--- src/rtl/regfile_scoreboard_pkg.sv ---
// Shared constants for the register file / issue scoreboard slice.
package regfile_scoreboard_pkg;

  // Bank selectors (upper address field).
  localparam int BANK_GPR = 0;
  localparam int BANK_FPR = 1;

  // Hardwired-zero register lives at bank GPR, index ZERO_IDX.
  localparam int ZERO_IDX = 0;

  // Registers with non-zero reset contents (bank GPR).
  localparam int R28_IDX = 28;
  localparam int R29_IDX = 29;

  localparam logic [31:0] INIT28_DEF = 32'h000F4240;
  localparam logic [31:0] INIT29_DEF = 32'h00000030;

endpackage

--- src/rtl/regfile_scoreboard_sb.sv ---
// Issue scoreboard: per-register pending bits, write-back latency countdowns,
// sticky error flag and the combinational issue stall.
module reg_scoreboard
  import regfile_scoreboard_pkg::*;
#(
  parameter int NREG  = 32,
  parameter int NBANK = 2,
  parameter int NREAD = 2,
  parameter int WAITW = 5,
  parameter int SLACK = 4,
  localparam int AW   = $clog2(NBANK) + $clog2(NREG)
) (
  input  logic                clk,
  input  logic                rstn,
  input  logic [NREAD-1:0]    rd_en,
  input  logic [NREAD*AW-1:0] rd_addr,
  input  logic                iss_valid,
  input  logic                iss_we,
  input  logic [AW-1:0]       iss_dst,
  input  logic [WAITW-1:0]    iss_wait,
  input  logic                wb_valid,
  input  logic [AW-1:0]       wb_addr,
  output logic                stall,
  output logic                err
);

  localparam int NENT = 1 << AW;
  localparam int CW   = WAITW + 1;
  localparam logic [AW-1:0] ZERO_ADDR = AW'(BANK_GPR * NREG + ZERO_IDX);

  logic [NENT-1:0] pend_q, pend_d;
  logic [CW-1:0]   cnt_q [NENT];
  logic [CW-1:0]   cnt_d [NENT];
  logic            err_q, err_d;
  logic            src_block;
  logic            wb_hit;
  logic            issue_acc;
  logic [CW-1:0]   load_val;

  // Zero-extended so the declared latency plus slack never wraps.
  assign load_val  = {1'b0, iss_wait} + CW'(SLACK);
  assign wb_hit    = wb_valid && (wb_addr != ZERO_ADDR);
  assign issue_acc = iss_valid && iss_we && !stall && (iss_dst != ZERO_ADDR);
  assign err       = err_q;

  // Stall on RAW (unless the source is written back this cycle) or on WAW.
  always_comb begin
    src_block = 1'b0;
    for (int p = 0; p < NREAD; p++) begin
      if (rd_en[p] && pend_q[rd_addr[p*AW +: AW]] &&
          !(wb_valid && (wb_addr == rd_addr[p*AW +: AW])))
        src_block = 1'b1;
    end
    stall = iss_valid && (src_block || (iss_we && pend_q[iss_dst]));
  end

  // Next state: countdowns and timeouts first, then write-back clear, then
  // issue set, so a same-cycle issue to the written-back register wins.
  always_comb begin
    pend_d = pend_q;
    cnt_d  = cnt_q;
    err_d  = err_q;
    for (int i = 0; i < NENT; i++) begin
      if (pend_q[i]) begin
        cnt_d[i] = (cnt_q[i] != '0) ? cnt_q[i] - CW'(1) : '0;
        if (!(wb_hit && (wb_addr == AW'(i))) && (cnt_q[i] <= CW'(1)))
          err_d = 1'b1;
      end
    end
    if (wb_hit) begin
      if (!pend_q[wb_addr])
        err_d = 1'b1;
      pend_d[wb_addr] = 1'b0;
    end
    if (issue_acc) begin
      pend_d[iss_dst] = 1'b1;
      cnt_d[iss_dst]  = load_val;
    end
  end

  // State register with synchronous active-low reset.
  always_ff @(posedge clk) begin
    if (!rstn) begin
      pend_q <= '0;
      err_q  <= 1'b0;
      for (int i = 0; i < NENT; i++)
        cnt_q[i] <= '0;
    end else begin
      pend_q <= pend_d;
      err_q  <= err_d;
      for (int i = 0; i < NENT; i++)
        cnt_q[i] <= cnt_d[i];
    end
  end

endmodule

--- src/rtl/regfile_scoreboard.sv ---
// Banked register file with registered, write-back-forwarding read ports and
// an integrated issue scoreboard.
//
// Issue handshake: an instruction is presented with iss_valid; it is accepted
// on a rising edge where iss_valid is high and stall is low. stall never
// depends on acceptance, and inputs must hold while stalled.
module regfile_scoreboard
  import regfile_scoreboard_pkg::*;
#(
  parameter int XLEN  = 32,
  parameter int NREG  = 32,
  parameter int NBANK = 2,
  parameter int NREAD = 2,
  parameter int WAITW = 5,
  parameter int SLACK = 4,
  parameter logic [XLEN-1:0] INIT28 = XLEN'(INIT28_DEF),
  parameter logic [XLEN-1:0] INIT29 = XLEN'(INIT29_DEF),
  localparam int AW = $clog2(NBANK) + $clog2(NREG)
) (
  input  logic                  clk,
  input  logic                  rstn,
  input  logic [NREAD-1:0]      rd_en,
  input  logic [NREAD*AW-1:0]   rd_addr,
  output logic [NREAD*XLEN-1:0] rd_data,
  input  logic                  iss_valid,
  input  logic                  iss_we,
  input  logic [AW-1:0]         iss_dst,
  input  logic [WAITW-1:0]      iss_wait,
  output logic                  stall,
  input  logic                  wb_valid,
  input  logic [AW-1:0]         wb_addr,
  input  logic [XLEN-1:0]       wb_data,
  output logic [XLEN-1:0]       dbg_r29,
  output logic                  err
);

  localparam int NENT = 1 << AW;
  localparam logic [AW-1:0] ZERO_ADDR = AW'(BANK_GPR * NREG + ZERO_IDX);
  localparam logic [AW-1:0] R28_ADDR  = AW'(BANK_GPR * NREG + R28_IDX);
  localparam logic [AW-1:0] R29_ADDR  = AW'(BANK_GPR * NREG + R29_IDX);

  logic [XLEN-1:0] mem_q [NENT];
  logic [XLEN-1:0] rd_q  [NREAD];
  logic [XLEN-1:0] rd_d  [NREAD];
  logic            wb_hit;

  assign wb_hit  = wb_valid && (wb_addr != ZERO_ADDR);
  assign dbg_r29 = mem_q[R29_ADDR];

  // Register array: reset image, then write-back (zero register never written).
  always_ff @(posedge clk) begin
    if (!rstn) begin
      for (int i = 0; i < NENT; i++) begin
        if (AW'(i) == R28_ADDR)      mem_q[i] <= INIT28;
        else if (AW'(i) == R29_ADDR) mem_q[i] <= INIT29;
        else                         mem_q[i] <= '0;
      end
    end else if (wb_hit) begin
      mem_q[wb_addr] <= wb_data;
    end
  end

  // Read mux: forward same-cycle write-back data, otherwise read the array.
  always_comb begin
    for (int p = 0; p < NREAD; p++) begin
      rd_d[p] = mem_q[rd_addr[p*AW +: AW]];
      if (wb_hit && (wb_addr == rd_addr[p*AW +: AW]))
        rd_d[p] = wb_data;
    end
  end

  // Registered read data.
  always_ff @(posedge clk) begin
    if (!rstn) begin
      for (int p = 0; p < NREAD; p++)
        rd_q[p] <= '0;
    end else begin
      for (int p = 0; p < NREAD; p++)
        rd_q[p] <= rd_d[p];
    end
  end

  // Flatten read ports onto the output bus.
  always_comb begin
    rd_data = '0;
    for (int p = 0; p < NREAD; p++)
      rd_data[p*XLEN +: XLEN] = rd_q[p];
  end

  reg_scoreboard #(
    .NREG  (NREG),
    .NBANK (NBANK),
    .NREAD (NREAD),
    .WAITW (WAITW),
    .SLACK (SLACK)
  ) u_sb (
    .clk       (clk),
    .rstn      (rstn),
    .rd_en     (rd_en),
    .rd_addr   (rd_addr),
    .iss_valid (iss_valid),
    .iss_we    (iss_we),
    .iss_dst   (iss_dst),
    .iss_wait  (iss_wait),
    .wb_valid  (wb_valid),
    .wb_addr   (wb_addr),
    .stall     (stall),
    .err       (err)
  );

endmodule

--- config.mk ---
export PLATFORM = sky130hd
export DESIGN_NAME = regfile_scoreboard
export DESIGN_NICKNAME = d
export VERILOG_FILES = /design/src/rtl/regfile_scoreboard_pkg.sv /design/src/rtl/regfile_scoreboard_sb.sv /design/src/rtl/regfile_scoreboard.sv
export SDC_FILE = /design/constraint.sdc
export NUM_CORES = 2
export LEC_CHECK = 0
export BUFFER_PORTS_ARGS = -buffer_cell sky130_fd_sc_hd__buf_4
export CORE_MARGIN = 2
export CORE_UTILIZATION = 32
export DETAILED_ROUTE_END_ITERATION = 6
export PLACE_DENSITY = 0.48
export SLEW_MARGIN = 5
export SYNTH_ARGS = -nofsm -noshare
export SYNTH_HDL_FRONTEND = slang
export SYNTH_HIERARCHICAL = 1
export SYNTH_SLANG_ARGS = --single-unit
--- constraint.sdc ---
create_clock -name clk -period 6.3 [get_ports clk]
set_clock_uncertainty 0.15 [all_clocks]
set_input_delay 1.26 -clock clk [delete_from_list [all_inputs] [get_ports clk]]
set_output_delay 1.26 -clock clk [all_outputs]
set_load 0.005 [all_outputs]
==> flow_metrics.tcl <==
set metrics [dict create \
    antenna_found_initial 67 \
    portBuffers 165 \
    cap_viol_max_count 0 \
    design_area_um2 162000 \
    path_max_fanout 27 \
    gp_congestion 0.929 \
    setup_tns_ns 0 \
    io_pins 166 \
    hpwl_um 372000 \
    vdd_ir_drop_max_v 0.000248 \
    synth-edff-count 2048 \
    wl_per_cell_um 33.9 \
    postSynthRegisterBits 2561 \
    worstPathArrival_ns 3.75 \
    clkSinkCount 2561 \
    p_per_area_nw_per_um2 266 \
    grt_setup_unrepaired "false" \
    drc 1 \
    start_kind "input pin" \
    die_h_um 670 \
    min_period_over_period 0.819 \
    report.final.slew_viol_count 0 \
    hold_start "u_sb/cnt_q[380]" \
    post_cts_resize_count 0 \
    rows 244 \
    r2r_start "u_sb/pend_q[52]" \
    power_mw 42.9 \
    hold_class "reg -> reg" \
    hold_ws_ns 0.320 \
    insertion_delay_ns 0.94 \
    required_ns 4.89 \
    violations "DRC" \
    clkTransAtPathRegs_ns 0.05 \
    fin_nets 11613 \
    hold_viol_final 0 \
    initial_core_util 0.322 \
    ys_seq_area_frac 0.505 \
    routed_wl_um 598000 \
    synth.avg_cell_area_um2 12.2 \
    r2r_slack_ns 2.14 \
    synth_ff_type "edfxtp_1" \
    relSlewSlack 0.0548 \
    r2r-end "u_sb/cnt_q[188]" \
    die_w_um 670 \
    postCtsSetupRepairBufs 0 \
    fmax_ghz 0.194 \
    holdPathEnd "u_sb/cnt_q[380]" \
    dpl_cell_area_um2 151000 \
    viasPerCell 5.89 \
    syn_area_um2 142000 \
    p_leak_nw 57.2 \
    setup_viol 0 \
    cts_tree "done" \
    async_flop_share 0 \
    tightest_slew_ns 1.41 \
    worst_setup_path_end_kind "primary output" \
    drt_iter0_markers 13417 \
    synth_cells 11611 \
    grt_max_degree 122 \
    outcome "complete, but fails checks" \
    root_buffer "clkbuf_16" \
    num_vias 103671 \
    layout_min_cycle_time_ns 5.16 \
    core_um2 442000 \
    grt_usage 0.258 \
    drtAntennaViolNets 0 \
    grt_overflow 0 \
    first_pass_iters 7 \
    area_growth_pct 13.7 \
    crit_type "in -> out" \
    hold_buffers 0 \
    ff2ff_path_depth 8 \
    ys_warn_count 6 \
    numCtsBuffers 317 \
    ys_types 94 \
    htree_levels 5 \
    die_area_um2 450000 \
    drive_gt1_frac 0.211 \
    final_cell_mix "edfxtp_1 (2048), and2_1 (2028), mux2i_1 (787)" \
    final_common_cell "edfxtp_1" \
    cts_max_path_buffers 4 \
    grt_pass1_wl_um 823000 \
    grt_pass1_vias 103434 \
    whs_path_depth 2 \
]
## layer usage
layer | track usage | part of all wire
met5 | 0 | 0.00013
met4 | 0.135 | 0.062
met3 | 0.0566 | 0.092
met2 | 0.406 | 0.45
met1 | 0.332 | 0.39
## per-stage QoR
stage	setup slack, ns	util	instances
final	1.14	0.365	17607
after global routing	1.06	0.365	17590
after global placement	0.677	0.342	17000
after CTS	1.14	0.365	17583
after detailed placement	0.650	0.342	17000
after floorplan	0.917	-	11642
## cell families (layout without fill, tap and decap cells)
family                   count (synthesis)  in the layout  share of synthesized area
AND/OR/NAND/NOR                       3806           3806                      0.153
flip-flops                            2561           2561                      0.505
multiplexers                          1967           1967                      0.205
AO/OA/AOI/OAI                         1726           1726                     0.0809
buffers and inverters                 1342           1379                     0.0402
adder cells (fa/ha/maj)                130            130                     0.0114
XOR/XNOR                                78             78                    0.00481
other                                    1             56                  0.0000264
## how the worst max path moves through the flow
stage	startpoint	cells past startpoint	slack, ns	to
6_report	rd_addr[0]	9	1.14	stall
5_1_grt	rd_addr[0]	9	1.06	stall
4_1_cts	rd_addr[0]	9	1.14	stall
3_5_place_dp	rd_addr[3]	8	0.65	rd_q[0][11]
3_3_place_gp	rd_addr[3]	8	0.68	rd_q[0][11]
2_1_floorplan	rstn	6	0.92	mem_q[60][0]
## sequential cells by signal, summed over array words and instances (netlist names)
signal       count
mem_q         2048
u_sb/pend_q     64
rd_q            64
u_sb/cnt_q     384
u_sb/err         1
## report_power, final
group          total, mW  internal [mW]  switching, mW
combinational       4.94           1.73           3.21
sequential          19.5           19.0          0.444
clock               18.5           10.7           7.77
total               42.9           31.5           11.4
## critical path: stages
cell     delay [ns]
buf_8          0.27
mux4_1         0.59
mux4_2         0.47
mux2i_1        0.16
a221o_1        0.22
nand3_4        0.22
a21oi_1        0.30
nor2b_1        0.08
buf_4          0.14
## final cells by class
type                    count  area (um^2)
diodes                     24         60.1
clock buffers             419         8670
clock inverters           164         1610
fillers                 42466       281000
inverters                 188          708
multi-input cells        7739        66000
flip-flops and latches   2561        71800
well taps                5904         7390
repair buffers            608         5310
## cell usage after synthesis (all sizes together), types with 53 or more instances
library cell,count,area [um^2]
edfxtp,2048,61500
and2,2030,12700
mux2i,787,7880
clkbuf,784,2950
mux4,700,15800
nand2,522,1960
dfxtp,513,10300
mux2,480,5410
buf,370,2060
o21ai,313,1570
a22oi,307,2300
nor2,287,1080
nor3,283,1440
a21oi,271,1360
o22ai,257,1610
inv,188,706
nand3,157,791
ha,130,1630
nand2b,121,757
a31oi,102,638
o211ai,66,495
o31ai,65,488
or4,64,480
o41ai,61,534
nor3b,57,433
a22o,53,464
Note: power is estimated with default switching activity, not from simulation.
